`src/rtl/door_actuator_if.sv`:
```
// Command/status bundle between the door controller and the actuator FSM.
//
// Signalling: there is no valid/ready handshake on this bundle. cmd_open,
// cmd_close and fault_clear are level-sampled on every rising clk edge (the
// controller sends single-cycle pulses); limit_* are raw end-stop levels.
// Every status output is registered state and changes only on a clk edge.
// state_dbg exposes the actuator FSM state for observation only.
interface door_actuator_if;
    logic       cmd_open;
    logic       cmd_close;
    logic       limit_open;
    logic       limit_close;
    logic       fault_clear;
    logic       motor_open;
    logic       motor_close;
    logic       is_open;
    logic       is_closed;
    logic       busy;
    logic       fault;
    logic [2:0] state_dbg;

    // Door controller / environment side.
    modport master (
        output cmd_open, cmd_close, limit_open, limit_close, fault_clear,
        input  motor_open, motor_close, is_open, is_closed, busy, fault, state_dbg
    );

    // Actuator side.
    modport slave (
        input  cmd_open, cmd_close, limit_open, limit_close, fault_clear,
        output motor_open, motor_close, is_open, is_closed, busy, fault, state_dbg
    );
endinterface

```
`src/rtl/door_actuator.sv`:
```
// Door motor actuator: Moore FSM driving an open/close motor between two
// end-stops, with travel timeout, dead time on direction reversal and a
// latched fault that is left by driving the door closed.
module door_actuator #(
    parameter int TRAVEL_MAX = 1000,
    parameter int DEAD_TIME  = 4
) (
    input  logic            clk,
    input  logic            rst,
    door_actuator_if.slave  bus
);

    typedef enum logic [2:0] {
        ST_CLOSED  = 3'd0,
        ST_OPENING = 3'd1,
        ST_OPENED  = 3'd2,
        ST_CLOSING = 3'd3,
        ST_DEAD    = 3'd4,
        ST_FAULT   = 3'd5
    } state_t;

    // Counter value seen on the last allowed cycle of a travel / of dead time.
    localparam logic [15:0] TRAVEL_LAST = 16'(TRAVEL_MAX - 1);
    localparam logic [15:0] DEAD_LAST   = 16'(DEAD_TIME - 1);

    state_t      state;
    state_t      state_next;
    logic [15:0] count;
    logic        target_open;       // direction to resume after dead time
    logic        target_open_next;

    logic limit_conflict;
    logic open_only;
    logic close_only;

    assign limit_conflict = bus.limit_open & bus.limit_close;
    assign open_only      = bus.cmd_open & ~bus.cmd_close;
    assign close_only     = bus.cmd_close & ~bus.cmd_open;

    // Next-state decision; within a state: limit conflict, end-stop, timeout, reversal.
    always_comb begin
        state_next       = state;
        target_open_next = target_open;
        case (state)
            ST_CLOSED: begin
                if (limit_conflict)  state_next = ST_FAULT;
                else if (open_only)  state_next = ST_OPENING;
            end
            ST_OPENED: begin
                if (limit_conflict)  state_next = ST_FAULT;
                else if (close_only) state_next = ST_CLOSING;
            end
            ST_OPENING: begin
                if (limit_conflict)              state_next = ST_FAULT;
                else if (bus.limit_open)         state_next = ST_OPENED;
                else if (count == TRAVEL_LAST)   state_next = ST_FAULT;
                else if (close_only) begin
                    state_next       = ST_DEAD;
                    target_open_next = 1'b0;
                end
            end
            ST_CLOSING: begin
                if (limit_conflict)              state_next = ST_FAULT;
                else if (bus.limit_close)        state_next = ST_CLOSED;
                else if (count == TRAVEL_LAST)   state_next = ST_FAULT;
                else if (open_only) begin
                    state_next       = ST_DEAD;
                    target_open_next = 1'b1;
                end
            end
            ST_DEAD: begin
                if (limit_conflict)              state_next = ST_FAULT;
                else if (count == DEAD_LAST)     state_next = target_open ? ST_OPENING : ST_CLOSING;
            end
            ST_FAULT: begin
                if (bus.fault_clear && !limit_conflict) state_next = ST_CLOSING;
            end
            default: state_next = ST_FAULT;
        endcase
    end

    // State, dwell counter (cleared on every change, saturating) and reversal target.
    always_ff @(posedge clk) begin
        if (rst) begin
            state       <= ST_CLOSED;
            count       <= 16'd0;
            target_open <= 1'b0;
        end else begin
            state       <= state_next;
            target_open <= target_open_next;
            if (state_next != state)    count <= 16'd0;
            else if (count != 16'hFFFF) count <= count + 16'd1;
        end
    end

    // Moore outputs decoded from the state register only.
    assign bus.motor_open  = (state == ST_OPENING);
    assign bus.motor_close = (state == ST_CLOSING);
    assign bus.is_open     = (state == ST_OPENED);
    assign bus.is_closed   = (state == ST_CLOSED);
    assign bus.busy        = (state == ST_OPENING) || (state == ST_CLOSING) || (state == ST_DEAD);
    assign bus.fault       = (state == ST_FAULT);
    assign bus.state_dbg   = state;

endmodule

```
`src/flat_wrapper.sv`:
```
// flat-port wrapper written by rule: the top's interface ports become plain ports
module door_actuator_flat 
#(
    parameter int TRAVEL_MAX = 1000,
    parameter int DEAD_TIME  = 4
)
  (clk, rst, bus_cmd_open, bus_cmd_close, bus_limit_open, bus_limit_close, bus_fault_clear, bus_motor_open, bus_motor_close, bus_is_open, bus_is_closed, bus_busy, bus_fault, bus_state_dbg);
  door_actuator_if bus_i ();
  input  logic clk;
  input  logic rst;
  input wire logic [$bits(bus_i.cmd_open)-1:0] bus_cmd_open;
  input wire logic [$bits(bus_i.cmd_close)-1:0] bus_cmd_close;
  input wire logic [$bits(bus_i.limit_open)-1:0] bus_limit_open;
  input wire logic [$bits(bus_i.limit_close)-1:0] bus_limit_close;
  input wire logic [$bits(bus_i.fault_clear)-1:0] bus_fault_clear;
  output wire logic [$bits(bus_i.motor_open)-1:0] bus_motor_open;
  output wire logic [$bits(bus_i.motor_close)-1:0] bus_motor_close;
  output wire logic [$bits(bus_i.is_open)-1:0] bus_is_open;
  output wire logic [$bits(bus_i.is_closed)-1:0] bus_is_closed;
  output wire logic [$bits(bus_i.busy)-1:0] bus_busy;
  output wire logic [$bits(bus_i.fault)-1:0] bus_fault;
  output wire logic [$bits(bus_i.state_dbg)-1:0] bus_state_dbg;
  assign bus_i.cmd_open = bus_cmd_open;
  assign bus_i.cmd_close = bus_cmd_close;
  assign bus_i.limit_open = bus_limit_open;
  assign bus_i.limit_close = bus_limit_close;
  assign bus_i.fault_clear = bus_fault_clear;
  assign bus_motor_open = bus_i.motor_open;
  assign bus_motor_close = bus_i.motor_close;
  assign bus_is_open = bus_i.is_open;
  assign bus_is_closed = bus_i.is_closed;
  assign bus_busy = bus_i.busy;
  assign bus_fault = bus_i.fault;
  assign bus_state_dbg = bus_i.state_dbg;
  door_actuator #(.TRAVEL_MAX(TRAVEL_MAX), .DEAD_TIME(DEAD_TIME)) u_core (.clk(clk), .rst(rst), .bus(bus_i));
endmodule
```
`config.mk`:
```
export PLATFORM = sky130hd
export DESIGN_NAME = door_actuator_flat
export DESIGN_NICKNAME = d
export VERILOG_FILES = /design/src/rtl/door_actuator_if.sv /design/src/rtl/door_actuator.sv /design/src/flat_wrapper.sv
export SDC_FILE = /design/constraint.sdc
export NUM_CORES = 1
export LEC_CHECK = 0
export BUFFER_PORTS_ARGS = -buffer_cell sky130_fd_sc_hd__buf_2
export CORE_ASPECT_RATIO = 0.75
export CORE_UTILIZATION = 30
export DETAILED_ROUTE_END_ITERATION = 7
export PLACE_DENSITY = 0.43
export SETUP_SLACK_MARGIN = 0.2
export SYNTH_ARGS = -nofsm -noshare
export SYNTH_HDL_FRONTEND = slang
export SYNTH_SLANG_ARGS = --single-unit
```
`constraint.sdc`:
```
create_clock -name clk -period 2.88 [get_ports clk]
set_input_delay 0.576 -clock clk [delete_from_list [all_inputs] [get_ports clk]]
set_output_delay 0.576 -clock clk [all_outputs]
set_load 0.02 [all_outputs]
```
# Word-level counts from Yosys, hierarchy flattened
# Cells that the tools add are included.
# word_totals
output_inout_bits	9
word_cells	60
inputBits	7
register_bits	20
# classes
eq_ne	17
mux	26
reduce_logical	8
add_sub_neg	1
bitwise	5
# ops
op	count
$mux 3	15
$pmux 3 s6	1
$add 16x1->16 const B	1
$eq 16x10->1 const B	1
$eq 16x2->1 const B	1
$ne 16x16->1 const B	1
$ne 2x2->1 const B	6
$reduce_and 9->1	1
$mux 1	8
$eq 3x2->1 const B	2
$eq 3x3->1 const B	2
$ne 2x1->1 const B	2
$and 1x1->1	3
$eq 3x1->1 const B	1
$logic_not 3->1	1
$ne 3x3->1	1
$logic_or 1x1->1	2
$mux 2	1
$not 1->1	2
$pmux 1 s2	1
$reduce_bool 2->1	1
$reduce_or 2->1	1
$logic_and 1x1->1	1
$logic_not 1->1	1

# Longest topological paths before layout
# logic_depth
ltp_word	9
ltp_mapped	8
mapped_depth_nobuf	7

# Worst setup path before layout
# No wires, ideal clock.
# synth_timing
path_kind	register to register
startpoint	register u_core.state[0], in the netlist u_core.bus.state_dbg[0]
endpoint	register u_core.count[3]
t_arrival_ns	2.549
path_stages_with_launch	9
n_path_buf	2
period_less_slack_ns	2.638
required_time_ns	2.792
slack_ns	0.242
setup_time_ns	0.088
cell_sequence	dfxtp_1 buf_4 nor3b_1 o21ai_0 a31oi_1 o21ai_0 a211o_2 buf_6 nor4_4
# synth_via
word_cells_on_any_way	24
classes_between	eq/ne (6); mux (16); reduce/logical (2)
# synth_lines
element	line	text
start, declared	door_actuator.sv:26	state_t state;
start signal, assigned	door_actuator.sv:89	state <= state_next;
$eq 3x1->1	--	
via bus_motor_open	flat_wrapper.sv:16	output wire logic [$bits(bus_i.motor_open)-1:0] bus_motor_open;
$pmux 3 s6	door_actuator.sv:44	case (state)
$ne 3x3->1	door_actuator.sv:91	if (state_next != state) count <= 16'd0;
$reduce_or 2->1 (no line)	--	
end signal, assigned	door_actuator.sv:92	else if (count != 16'hFFFF) count <= count + 16'd1;
end, declared	door_actuator.sv:28	logic [15:0] count;
# The timed path passes the listed nets, and every way through them passes these cells.
# A chain may end at the register's enable or synchronous reset.

# Worst setup path in the final report
# layout_timing
startpoint	register u_core.count[0]
endpoint	register u_core.count[0]
# layout_via
elab_chain_cells	7
word_cells_on_any_way	15
classes_between	add/sub (1); eq/ne (4); mux (9); reduce/logical (1)
# layout_rtl
element	line
$eq 16x10->1	door_actuator.sv:56, door_actuator.sv:65
$mux 3, on equally long branches	door_actuator.sv:65, door_actuator.sv:56
$mux 3, on equally long branches	door_actuator.sv:64, door_actuator.sv:55
$mux 3, on equally long branches	door_actuator.sv:63, door_actuator.sv:54
$pmux 3 s6	door_actuator.sv:44
$ne 3x3->1	door_actuator.sv:91
$reduce_or 2->1 (no line)	--
# Several ways; a longest one is shown, not always the timed one.

==> impl_metrics.env <==
export IMPL_run_status="finished, final reports clean"
export IMPL_gr_total_overflow=0
export IMPL_combPwrFrac_pct=34.3
export IMPL_cp_start_kind="register"
export IMPL_final_instance_count_excl_fill=237
export IMPL_synth_edf_count=0
export IMPL_critical_path_endpoint_type="register"
export IMPL_firstDrtPassIters=4
export IMPL_core_area_um2=4520
export IMPL_layout_drive_gt1_share_pct=26.1
export IMPL_number_of_primary_i_o_pins=16
export IMPL_cellPowerDensity_nw_per_um2=468
export IMPL_grt_pass1_wl_um=6090
export IMPL_timing_hold_worst_path_depth=2
export IMPL_power_net_switching_mw=0.298
export IMPL_synth_async_reset_ratio_pct=0
export IMPL_num_fill_cells=497
export IMPL_rrSetupSlack_ps=330
export IMPL_power_sequential_fraction_pct=40.7
export IMPL_count_of_input_and_output_buffers=15
export IMPL_clk_path_buf_depth=2
export IMPL_period_share_pct=88.5
export IMPL_worst_ep_arrival_time_ps=2720
export IMPL_syn_mean_instance_area_um2=8.48
export IMPL_max_slew_margin_pct=53.1
export IMPL_globalplace_congestion=0.810
export IMPL_final_critical_path_setup_slack_ps=331
export IMPL_netSwitchingFraction_pct=38.7
export IMPL_area_delta_synth_final_pct=14.6
export IMPL_period_needed_ps=2550
export IMPL_overall_routing_resource_usage_pct=16.5
export IMPL_place_ws_ps=3.10
export IMPL_synth_adder_area_share_pct=0.873
export IMPL_critical_path_peak_fanout=8
export IMPL_placement_cell_area_um2=1520
export IMPL_remaining_drcs=0
export IMPL_intPower_mw=0.471
export IMPL_synth_fp_nets=177
export IMPL_startpoint_of_the_worst_register_to_register_path="u_core.count[0]$_SDFFE_PP0P_"
export IMPL_yosysMostFrequentCell="sky130_fd_sc_hd__dfxtp_1"
export IMPL_netlist_top_cells_count="20 x sky130_fd_sc_hd__dfxtp_1, 15 x sky130_fd_sc_hd__o21ai_0, 10 x sky130_fd_sc_hd__nand2_1, 10 x sky130_fd_sc_hd__nor4_2, 10 x sky130_fd_sc_hd__xor2_1"
export IMPL_yosys_area_share_simple_pct=36.2
export IMPL_combinational_family_with_the_most_area_after_synthesis="simple AND/OR/NAND/NOR gates"
export IMPL_grt_setup_unrepaired="false"
export IMPL_timing_max_transition_violations_final=0
export IMPL_synthesis_area_um2=1430
export IMPL_peakVddDrop_uv=265
export IMPL_avgViaCountPerCell=5.68
export IMPL_cts_hold_buf=0
export IMPL_finalHoldViolations=0
export IMPL_worst_hold_path_type="register to register"
export IMPL_tritoncts="done"
export IMPL_drt_antenna_violating_nets=0
export IMPL_fp_dieArea_um2=5060
export IMPL_crit_path_start="u_core.count[0]$_SDFFE_PP0P_"
export IMPL_clock_fmax_mhz=392
export IMPL_nets=190
export IMPL_synth_seq_cells=20
export IMPL_timing_final_setup_violations=0
export IMPL_yosysSeqAreaShare_pct=27.9
export IMPL_initialDrtViolationCount=109
export IMPL_start_util_pct=31.7
export IMPL_worst_ep_required_time_ps=3050
export IMPL_tritoncts_num_sinks=20
export IMPL_regToRegEndpoint="u_core.count[0]$_SDFFE_PP0P_"
export IMPL_fraction_of_the_mapped_netlist_area_in_compound_gates_pct=19.7
export IMPL_dp_cells=232
export IMPL_power_clock_fraction_pct=25.1
export IMPL_synth_area_leaders="sky130_fd_sc_hd__dfxtp_1 28%, sky130_fd_sc_hd__nor4_2 8.7%, sky130_fd_sc_hd__xor2_1 6.1%, sky130_fd_sc_hd__o21ai_0 5.2%, sky130_fd_sc_hd__nor4_4 3.0%"
export IMPL_rows=21
export IMPL_cells_after_synthesis=169
export IMPL_synthXorXnorAreaFrac_pct=7.34
export IMPL_synth_area_leader_cell="sky130_fd_sc_hd__dfxtp_1"
export IMPL_grt_pass1_vias=1140
export IMPL_antenna_found_initial=0
export IMPL_setup_total_negative_slack_ps=0
export IMPL_critPathCapture="u_core.count[0]$_SDFFE_PP0P_"
export IMPL_final_area_um2=1640
export IMPL_numCtsBuffers=3
export IMPL_yosysUniqueCellTypes=47
export IMPL_yosys_top_cell_area_share_pct=27.9
export IMPL_postSynth_topFlopCell="sky130_fd_sc_hd__dfxtp_1"
export IMPL_drt_wirelength_per_cell_um=16.6
export IMPL_antenna_cells=0
export IMPL_yosys_mux_area_fraction_pct=0.699
export IMPL_cts_htree_levels=1
export IMPL_leakage_nw=0.560
export IMPL_clk_pin_slew_ps=70
export IMPL_grt_start_max_net_pins=17
export IMPL_ctsRootBufferMaster="sky130_fd_sc_hd__clkbuf_8"
export IMPL_floorplan_die_width_um=81.8
export IMPL_worstRegToRegCells=7
export IMPL_die_h_um=61.8
export IMPL_worstMarginPinSlew_ps=704
export IMPL_ys_warnings_count=0
export IMPL_maxCapViolations=0
export IMPL_clk_latency_worst_skew_pair_ps=270
export IMPL_clock_skew_final_ps=1.86
export IMPL_place_detailed_hpwl_um=2650
export IMPL_via_count=1346
export IMPL_postLayoutCoreUtil_pct=36.3
export IMPL_worst_setup_path_type="register to register"
export IMPL_routed_wl_um=3950
[repair_timing]
item                       4_1_cts  5_1_grt
gates resized for setup          8        4
gates cloned                     1        0
setup buffers                    0        1
setup endpoints to repair       16       16
pin swaps                        3        3
[cells in the final DEF, fill, tap and decap left out, types with 3 or more instances in the layout]
cell type | Yosys | final
sky130_fd_sc_hd__a21o_1 | 3 | 3
sky130_fd_sc_hd__a21oi_1 | 8 | 8
sky130_fd_sc_hd__a31oi_1 | 5 | 4
sky130_fd_sc_hd__and3_1 | 6 | 6
sky130_fd_sc_hd__buf_2 | 1 | 15
sky130_fd_sc_hd__buf_4 | 3 | 4
sky130_fd_sc_hd__clkbuf_8 | 0 | 3
sky130_fd_sc_hd__dfxtp_1 | 20 | 18
sky130_fd_sc_hd__inv_1 | 4 | 4
sky130_fd_sc_hd__nand2_1 | 10 | 10
sky130_fd_sc_hd__nand3_1 | 8 | 8
sky130_fd_sc_hd__nand4_1 | 5 | 5
sky130_fd_sc_hd__nor2_1 | 9 | 9
sky130_fd_sc_hd__nor3_1 | 7 | 7
sky130_fd_sc_hd__nor4_1 | 5 | 5
sky130_fd_sc_hd__nor4_2 | 10 | 9
sky130_fd_sc_hd__nor4_4 | 2 | 3
sky130_fd_sc_hd__o21ai_0 | 15 | 15
sky130_fd_sc_hd__xor2_1 | 10 | 10
[critical path, stage by stage (launching register included)]
cell and delay, ps:
sky130_fd_sc_hd__dfxtp_2 390, sky130_fd_sc_hd__ha_4 190, sky130_fd_sc_hd__nor4b_2 190, sky130_fd_sc_hd__nand4_1 180
sky130_fd_sc_hd__o211a_1 290, sky130_fd_sc_hd__or4_4 520, sky130_fd_sc_hd__a211o_4 440, sky130_fd_sc_hd__nor4_1 270
[per-stage QoR]
stage          total power [mW]  hold WS, ps
2_1_floorplan             0.501          456
3_3_place_gp              0.544          532
3_5_place_dp              0.544          551
4_1_cts                   0.764          568
5_1_grt                   0.813          587
6_report                  0.768          575
[cell families after synthesis]
logic type	after synthesis
AND/OR/NAND/NOR	76
multiplexers	1
AO/OA/AOI/OAI	43
adder cells (fa/ha/maj)	1
flip-flops	20
buffers and inverters	16
XOR/XNOR	12
[worst min-delay path by stage]
stage | from | slack (ps) | end
after floorplan | u_core.target_open$_SDFFE_PP0P_ | 460 | u_core.target_open$_SDFFE_PP0P_
after global placement | u_core.target_open$_SDFFE_PP0P_ | 530 | u_core.target_open$_SDFFE_PP0P_
after detailed placement | u_core.target_open$_SDFFE_PP0P_ | 550 | u_core.target_open$_SDFFE_PP0P_
after CTS | u_core.target_open$_SDFFE_PP0P_ | 570 | u_core.target_open$_SDFFE_PP0P_
after global routing | u_core.target_open$_SDFFE_PP0P_ | 590 | u_core.target_open$_SDFFE_PP0P_
final | u_core.target_open$_SDFFE_PP0P_ | 580 | u_core.target_open$_SDFFE_PP0P_
[sequential cells by signal, summed over array words and instances, names as in the netlist]
register              cells
u_core.count             16
u_core.bus.state_dbg      3
u_core.target_open        1
[layer usage]
metal  part of all wire (%)  GRT usage (%)
met4                   0.89           4.51
met5                      0              0
met2                     41           23.3
met3                    3.4           3.50
met1                     55           24.9
[area by class of cell]
cell class,instances,area [um2],share of cell area [%]
Multi-Input combinational cell,134,1010,61.3
Clock buffer,3,41.3,2.52
Tap cell,57,71.3,4.34
Sequential cell,20,403,24.5
Inverter,4,15.0,0.915
Timing Repair Buffer,19,105,6.40
[power by group through the flow]
stage,sequential [mW],combinational (mW),clock (mW)
finish,0.312,0.263,0.193
global route,0.316,0.283,0.214
CTS,0.311,0.252,0.201
detailed placement,0.315,0.229,0
global placement,0.314,0.230,0
floorplan,0.309,0.192,0
(Power assumes the default switching activity.)
